===== src/rtl/decoder_mc_if.sv =====
// Instruction/control bundle between fetch, decoder and datapath.
// master = fetch side (drives instruction), slave = decoder.
interface decoder_mc_if;
    logic [31:0] instruction;
    logic [3:0]  AluOp;
    logic        regw;
    logic [2:0]  imm;
    logic [1:0]  writesel;
    logic        asel;
    logic        ramR;
    logic        ramW;
    logic [1:0]  pcsel;
    logic        pc_en;
    logic        busy;
    logic        illegal;

    modport master (
        output instruction,
        input  AluOp, regw, imm, writesel, asel, ramR, ramW, pcsel, pc_en, busy, illegal
    );
    modport slave (
        input  instruction,
        output AluOp, regw, imm, writesel, asel, ramR, ramW, pcsel, pc_en, busy, illegal
    );
endinterface


===== src/rtl/decoder_mc.sv =====
// Multi-cycle RV32I control decoder; loads stall the PC for LOAD_LAT cycles.
// Optional ILLEGAL_TRAP_EN: unlisted opcodes trap and set a sticky illegal flag.
module decoder_mc #(
    parameter int unsigned LOAD_LAT = 1
) (
    input  logic         clock,
    input  logic         reset,
    decoder_mc_if.slave  bus
);
    localparam int unsigned CW = $clog2(LOAD_LAT + 1);

    localparam logic [6:0] OpR     = 7'b0110011;
    localparam logic [6:0] OpIAlu  = 7'b0010011;
    localparam logic [6:0] OpLoad  = 7'b0000011;
    localparam logic [6:0] OpStore = 7'b0100011;
    localparam logic [6:0] OpLui   = 7'b0110111;
    localparam logic [6:0] OpAuipc = 7'b0010111;
    localparam logic [6:0] OpJalr  = 7'b1100111;
    localparam logic [6:0] OpBr    = 7'b1100011;
    localparam logic [6:0] OpJal   = 7'b1101111;

    typedef struct packed {
        logic [3:0] aluop;
        logic       regw;
        logic [2:0] imm;
        logic [1:0] writesel;
        logic       asel;
        logic       ramr;
        logic       ramw;
        logic [1:0] pcsel;
    } ctrl_t;

    localparam ctrl_t LoadCtrl = '{aluop: 4'b0000, regw: 1'b0, imm: 3'b001, writesel: 2'b01,
                                   asel: 1'b0, ramr: 1'b1, ramw: 1'b0, pcsel: 2'b00};

    typedef enum logic [1:0] {
        StExec,
        StLwait
`ifdef ILLEGAL_TRAP_EN
        , StTrap
`endif
    } state_e;

    state_e        state_q, state_d;
    logic [CW-1:0] cnt_q, cnt_d;

    logic [6:0] opcode;
    logic [2:0] funct3;
    logic       f7b5;
    ctrl_t      dec, ctrl;
    logic       is_load, is_known;
    logic       pc_en, busy;

    assign opcode = bus.instruction[6:0];
    assign funct3 = bus.instruction[14:12];
    assign f7b5   = bus.instruction[30];

    logic unused_instr;
    assign unused_instr = ^{bus.instruction[31], bus.instruction[29:15], bus.instruction[11:7]};

    always_comb begin
        dec      = '0;
        is_load  = 1'b0;
        is_known = 1'b1;
        case (opcode)
            OpR: begin
                dec.aluop = {funct3, f7b5};
                dec.regw  = 1'b1;
            end
            OpIAlu: begin
                dec.regw = 1'b1;
                // Only shifts carry funct7[5] (srai vs srli).
                if (funct3 == 3'b001 || funct3 == 3'b101) begin
                    dec.aluop = {funct3, f7b5};
                    dec.imm   = 3'b010;
                end else begin
                    dec.aluop = {funct3, 1'b0};
                    dec.imm   = 3'b001;
                end
            end
            OpLoad: begin
                dec     = LoadCtrl;
                is_load = 1'b1;
            end
            OpStore: begin
                dec.imm  = 3'b011;
                dec.ramw = 1'b1;
            end
            OpLui: begin
                dec.imm  = 3'b100;
                dec.regw = 1'b1;
            end
            OpAuipc: begin
                dec.imm  = 3'b100;
                dec.asel = 1'b1;
                dec.regw = 1'b1;
            end
            OpJalr: begin
                dec.imm      = 3'b001;
                dec.pcsel    = 2'b01;
                dec.regw     = 1'b1;
                dec.writesel = 2'b10;
            end
            OpBr: begin
                dec.imm   = 3'b101;
                dec.pcsel = 2'b10;
                dec.aluop = {funct3, 1'b0};
            end
            OpJal: begin
                dec.imm      = 3'b110;
                dec.pcsel    = 2'b11;
                dec.regw     = 1'b1;
                dec.writesel = 2'b10;
            end
            default: is_known = 1'b0;
        endcase
    end

    // State register
`ifdef ILLEGAL_TRAP_EN
    logic illegal_q, illegal_d;
`endif
    always_ff @(posedge clock) begin
        if (reset) begin
            state_q   <= StExec;
            cnt_q     <= '0;
`ifdef ILLEGAL_TRAP_EN
            illegal_q <= 1'b0;
`endif
        end else begin
            state_q   <= state_d;
            cnt_q     <= cnt_d;
`ifdef ILLEGAL_TRAP_EN
            illegal_q <= illegal_d;
`endif
        end
    end

    // Next-state logic
    always_comb begin
        state_d   = state_q;
        cnt_d     = cnt_q;
`ifdef ILLEGAL_TRAP_EN
        illegal_d = illegal_q;
`endif
        case (state_q)
            StExec: begin
                if (is_load) begin
                    state_d = StLwait;
                    cnt_d   = CW'(LOAD_LAT - 1);
                end
`ifdef ILLEGAL_TRAP_EN
                else if (!is_known) begin
                    state_d   = StTrap;
                    illegal_d = 1'b1;
                end
`endif
            end
            StLwait: begin
                if (cnt_q != '0) cnt_d = cnt_q - CW'(1);
                else             state_d = StExec;
            end
`ifdef ILLEGAL_TRAP_EN
            StTrap: state_d = StTrap;
`endif
            default: state_d = StExec;
        endcase
    end

    // Output logic; reset forces every output low.
    always_comb begin
        ctrl  = '0;
        pc_en = 1'b0;
        busy  = 1'b0;
        if (!reset) begin
            case (state_q)
                StExec: begin
                    ctrl  = dec;
                    busy  = is_load;
`ifdef ILLEGAL_TRAP_EN
                    pc_en = !is_load && is_known;
`else
                    pc_en = !is_load;
`endif
                end
                StLwait: begin
                    ctrl      = LoadCtrl;
                    ctrl.regw = (cnt_q == '0);
                    pc_en     = (cnt_q == '0);
                    busy      = 1'b1;
                end
                default: ;
            endcase
        end
    end

`ifdef ILLEGAL_TRAP_EN
    assign bus.illegal = illegal_q & ~reset;
`else
    logic unused_known;
    assign unused_known = is_known;
    assign bus.illegal  = 1'b0;
`endif

    assign bus.AluOp    = ctrl.aluop;
    assign bus.regw     = ctrl.regw;
    assign bus.imm      = ctrl.imm;
    assign bus.writesel = ctrl.writesel;
    assign bus.asel     = ctrl.asel;
    assign bus.ramR     = ctrl.ramr;
    assign bus.ramW     = ctrl.ramw;
    assign bus.pcsel    = ctrl.pcsel;
    assign bus.pc_en    = pc_en;
    assign bus.busy     = busy;
endmodule


===== src/flat_wrapper.sv =====
// flat-port wrapper written by rule: the top's interface ports become plain ports
module decoder_mc_flat 
#(
    parameter int unsigned LOAD_LAT = 1
)
  (clock, reset, bus_instruction, bus_AluOp, bus_regw, bus_imm, bus_writesel, bus_asel, bus_ramR, bus_ramW, bus_pcsel, bus_pc_en, bus_busy, bus_illegal);
  decoder_mc_if bus_i ();
  input  logic clock;
  input  logic reset;
  input wire logic [$bits(bus_i.instruction)-1:0] bus_instruction;
  output wire logic [$bits(bus_i.AluOp)-1:0] bus_AluOp;
  output wire logic [$bits(bus_i.regw)-1:0] bus_regw;
  output wire logic [$bits(bus_i.imm)-1:0] bus_imm;
  output wire logic [$bits(bus_i.writesel)-1:0] bus_writesel;
  output wire logic [$bits(bus_i.asel)-1:0] bus_asel;
  output wire logic [$bits(bus_i.ramR)-1:0] bus_ramR;
  output wire logic [$bits(bus_i.ramW)-1:0] bus_ramW;
  output wire logic [$bits(bus_i.pcsel)-1:0] bus_pcsel;
  output wire logic [$bits(bus_i.pc_en)-1:0] bus_pc_en;
  output wire logic [$bits(bus_i.busy)-1:0] bus_busy;
  output wire logic [$bits(bus_i.illegal)-1:0] bus_illegal;
  assign bus_i.instruction = bus_instruction;
  assign bus_AluOp = bus_i.AluOp;
  assign bus_regw = bus_i.regw;
  assign bus_imm = bus_i.imm;
  assign bus_writesel = bus_i.writesel;
  assign bus_asel = bus_i.asel;
  assign bus_ramR = bus_i.ramR;
  assign bus_ramW = bus_i.ramW;
  assign bus_pcsel = bus_i.pcsel;
  assign bus_pc_en = bus_i.pc_en;
  assign bus_busy = bus_i.busy;
  assign bus_illegal = bus_i.illegal;
  decoder_mc #(.LOAD_LAT(LOAD_LAT)) u_core (.clock(clock), .reset(reset), .bus(bus_i));
endmodule

===== config.mk =====
export PLATFORM = sky130hd
export DESIGN_NAME = decoder_mc_flat
export DESIGN_NICKNAME = d
export VERILOG_FILES = /design/src/rtl/decoder_mc_if.sv /design/src/rtl/decoder_mc.sv /design/src/flat_wrapper.sv
export SDC_FILE = /design/constraint.sdc
export NUM_CORES = 1
export LEC_CHECK = 0
export ABC_AREA = 1
export CAP_MARGIN = 5
export CORE_UTILIZATION = 26
export CTS_CLUSTER_DIAMETER = 30
export DETAILED_ROUTE_END_ITERATION = 8
export HOLD_SLACK_MARGIN = 0.15
export PLACE_DENSITY = 0.84
export SLEW_MARGIN = 15
export SYNTH_ARGS = -nofsm -noshare
export SYNTH_HDL_FRONTEND = slang
export SYNTH_SLANG_ARGS = --single-unit

===== constraint.sdc =====
create_clock -name clock -period 3.1 [get_ports clock]
set_clock_uncertainty 0.05 [all_clocks]
set_input_delay 0.62 -clock clock [delete_from_list [all_inputs] [get_ports clock]]
set_output_delay 0.62 -clock clock [all_outputs]
set_load 0.005 [all_outputs]

Yosys cells after proc, flatten, opt, wreduce, memory -nomap -nowiden:

Cells that the tools add are included.

* flip-flop bits (word level): 3
* bits of input ports: 34
* output and inout bits: 18
* word-level logic and storage cells: 50

* add/sub/neg operators: 1
* equal/unequal tests: 14
* muxes and demuxes: 22
* bitwise gates (word level): 1
* reduce and logical (&&, ||, !) cells: 10

Operators by type and width (count)
* 15-bit case mux with 2 select lines: 1
* 7-bit by 6-bit == test with 1-bit output, second input constant: 3
* 7-bit == test, second input constant: 3
* 3-bit case mux with 6 select lines: 1
* 15-bit 2-to-1 mux: 1
* 7-bit by 5-bit == test with 1-bit output, second input constant: 2
* 4-bit case mux with 3 select lines: 1
* 1-bit 2-to-1 mux: 9
* 2-bit case mux with 2 select lines: 2
* 7-bit by 2-bit == test with 1-bit output, second input constant: 1
* 2-bit 2-to-1 mux: 3
* 1-bit case mux with 2 select lines: 3
* 2-bit case mux with 3 select lines: 1
* 2-bit OR reduction: 3
* 6-bit OR reduction: 1
* 2-bit AND reduction: 2
* 3-bit by 1-bit == test with 1-bit output, second input constant: 1
* 3-bit == test, second input constant: 1
* 2-bit by 1-bit == test with 1-bit output, second input constant: 1
* 2-bit zero test: 1
* 2-bit by 1-bit != test with 1-bit output, second input constant: 1
* 2-bit != test, second input constant: 1
* 2-bit nonzero test: 1
* 1-bit zero test: 1
* other kinds (3): 3

Longest topological paths before layout:

* word-level depth: 6
* depth in mapped cells: 8
* gate-level depth less buffers: 8

Worst setup path after synthesis:

Ideal clock, no wire load.

* path kind: input -> output
* start: input port bus_instruction[1]
* end: output port bus_ramR
* arrival time: 1.348 ns
* required time: 2.430 ns
* setup slack: 1.082 ns
* stages on the path: 7
* path buffers: 1
* cell sequence: nand2_2 > inv_1 > nand2_1 > nor2_2 > inv_1 > a21oi_1 > buf_4

* cells in the longest elaborated chain, start to end: 4

Ends and longest elaborated chain
* start, declared: line flat_wrapper.sv:10 `input wire logic [$bits(bus_i.instruction)-1:0] bus_instruction;`
* 7-bit by 2-bit == test with 1-bit output: line decoder_mc.sv:65 `case (opcode)`
* 1-bit 2-to-1 mux: line decoder_mc.sv:65
* 15-bit case mux with 2 select lines: line decoder_mc.sv:176 `case (state_q)`
* 15-bit 2-to-1 mux: line decoder_mc.sv:175 `if (!reset) begin`
* end, declared: line flat_wrapper.sv:16 `output wire logic [$bits(bus_i.ramR)-1:0] bus_ramR;`

Every way passes these cells.

Worst setup path in the final report:

* start: input port bus_instruction[1]
* end: output port bus_busy

* cells in the longest elaborated chain, start to end: 4

Ends and longest elaborated chain
* 7-bit by 2-bit == test with 1-bit output: line decoder_mc.sv:65
* 1-bit 2-to-1 mux: line decoder_mc.sv:65
* 1-bit case mux with 2 select lines: line decoder_mc.sv:176
* 1-bit 2-to-1 mux: line decoder_mc.sv:175
* end, declared: line flat_wrapper.sv:20 `output wire logic [$bits(bus_i.busy)-1:0] bus_busy;`

Every way passes these cells.

==> flow_metrics.env <==
export IMPL_status="complete, no violations"
export IMPL_wl_per_cell_um=8.60
export IMPL_avgSynthCellArea_um2=5.00
export IMPL_place_area_um2=679
export IMPL_synth_seq_cells=1
export IMPL_synth_area_um2=385
export IMPL_dieHeight_um=40.5
export IMPL_synth_edf_count=0
export IMPL_synth_cells=77
export IMPL_fin_cells=119
export IMPL_cts_hold_buf=0
export IMPL_synth_top_family_by_area="simple AND/OR/NAND/NOR gates"
export IMPL_grt_pass1_vias=400
export IMPL_setup_tns_ns=0
export IMPL_gp_congestion=0.851
export IMPL_grt_usage_pct=12.2
export IMPL_wl_mm=1.02
export IMPL_final_area_um2=684
export IMPL_top_register="u_core.state_q"
export IMPL_die_area_um2=1640
export IMPL_synth_simple_area_share_pct=60.4
export IMPL_synthTopCellsByArea="inv_1, nand2_1, nor2_1"
export IMPL_yosysWarnings=0
export IMPL_vias=540
export IMPL_ios=52
export IMPL_rows=13
export IMPL_cpMaxStageDelayCell="clkdlybuf4s50_1"
export IMPL_setup_viol=0
export IMPL_start_kind="primary input"
export IMPL_synth_common_cells="inv_1, nand2_1, nor2_1, nand3_1, a21oi_1"
export IMPL_ir_drop_mv=0.0503
export IMPL_setup_worst_path_class="primary input to output pin"
export IMPL_rsz0062_at_grt="false"
export IMPL_area_delta_synth_final_pct=77.6
export IMPL_arrival_ns=2.28
export IMPL_drc=0
export IMPL_synth_nets=111
export IMPL_reg_top3="u_core.state_q x1"
export IMPL_die_w_um=40.5
export IMPL_drive_gt1_share_pct=14.4
export IMPL_yosys_area_top_type="inv_1"
export IMPL_grt_max_degree=8
export IMPL_cp_required_ns=2.43
export IMPL_yosysSeqAreaShare_pct=5.19
export IMPL_drtIter0Drc=6
export IMPL_total_leakage_power_nw=0.344
export IMPL_cp_num_buf_inv=4
export IMPL_antenna_found_initial=0
export IMPL_ant_nets=0
export IMPL_hpwl_um=872
export IMPL_viasPerCell=4.54
export IMPL_drv_cap=0
export IMPL_synth_compound_area_share_pct=9.74
export IMPL_clk_insertion_delay_late_ns=0
export IMPL_hp_class="flip-flop to flip-flop"
export IMPL_async_reset_ff_share_pct=0
export IMPL_powerDensity_nw_per_um2=84.6
export IMPL_critPathCaptureType="output pin"
export IMPL_holdWs_ns=0.580
export IMPL_hold_viol_final=0
export IMPL_gr_total_overflow=0
export IMPL_path_cells="clkdlybuf4s50_1, nand2_2, inv_1, nand2_1, nor2_2, inv_1, a21oi_1, clkdlybuf4s50_1"
export IMPL_finalMaxSlewViolations=0
export IMPL_final_nets=140
export IMPL_slowest_delay_ns=0.53
export IMPL_path_clk_slew_ns=0
export IMPL_placed_cells=119
export IMPL_worst_path_dominant_cell_family="buffers and inverters"
export IMPL_dr_pass1_iters=4
export IMPL_crit_fanout=4
export IMPL_yosys_mux_area_fraction_pct=0
export IMPL_fin_util_pct=51.3
export IMPL_period_minus_slack_ns=2.95
export IMPL_synth_top_area_share_pct=13.6
export IMPL_synth_adder_area_share_pct=0
export IMPL_period_share_pct=95.1
export IMPL_fillers=151
export IMPL_clock_fmax_mhz=339
export IMPL_coreArea_um2=1330
export IMPL_synth_xor_area_share_pct=0
export IMPL_largest_reg_flops=1
export IMPL_start_util_pct=28.9
export IMPL_grt_pass1_wl_mm=1.44
export IMPL_diodes=0
export IMPL_synth_ff_type="dfxtp_1"
export IMPL_synth_cell_types=18
export IMPL_portBuffers=29
[metrics by stage]
stage / setup slack (ns) / total power [mW]
2_1_floorplan: 1.08 / 0.0319
3_3_place_gp: 0.141 / 0.0570
3_5_place_dp: 0.126 / 0.0575
4_1_cts: 0.120 / 0.0578
5_1_grt: 0.0231 / 0.0623
6_report: 0.151 / 0.0579
[metal layers]
layer  vias to the layer above  track usage (%)  wire length [um]
met2                        17             23.0               482
li1                        291                -                 -
met5                         -                0                 0
met4                         0                0                 0
met3                         0                0                71
met1                       232             16.1               469
[kinds of logic after synthesis]
| family | Yosys count |
|---|---|
| compound gates | 7 |
| simple gates | 47 |
| other cells | 1 |
| flops | 1 |
| buf+inv | 21 |
[layout make-up]
type | instances | area (um^2) | share of cell area, %
inverters | 18 | 68.8 | 10.1
multi-input cells | 55 | 277 | 40.4
well taps | 15 | 18.8 | 2.74
repair buffers | 30 | 300 | 43.9
flip-flops and latches | 1 | 20.0 | 2.93
[worst paths after layout]
kind / from / to / slack, ns / cells after the start
min reg2reg: u_core.state_q[0] / u_core.state_q[0] / 0.58 / 3
min: u_core.state_q[0] / u_core.state_q[0] / 0.58 / 3
max reg2reg: u_core.state_q[0] / u_core.state_q[0] / 2.34 / 3
max: bus_instruction[1] / bus_busy / 0.15 / 8
[worst reg2reg max path, delay by kind of cell, from the launching register on]
| family | cells | cell delay (ns) |
|---|---|---|
| buffers and inverters | 1 | 0.13 |
| flip-flops | 1 | 0.28 |
| AND/OR/NAND/NOR | 2 | 0.24 |
[where the power goes]
| part | switching, mW | total, mW | internal [mW] |
|---|---|---|---|
| sequential | 0.0000181 | 0.0132 | 0.0132 |
| combinational | 0.0216 | 0.0447 | 0.0231 |
| clock | 0 | 0 | 0 |
[timing repair]
item                                    in CTS  in global routing
gates resized for setup                      0                  2
endpoints found under the setup margin       0                  3
buffers inserted                             0                  0
[cell usage in the layout, fill, tap and decap left out, types with 2 or more instances in the layout]
cell type / count
a21oi_1: 6
clkdlybuf4s50_1: 28
inv_1: 14
inv_2: 3
nand2_1: 14
nand2_2: 2
nand3_1: 7
nand3_2: 2
nand4_1: 3
nor2_1: 12
nor2_2: 4
Note: power is estimated with default switching activity, not from simulation.
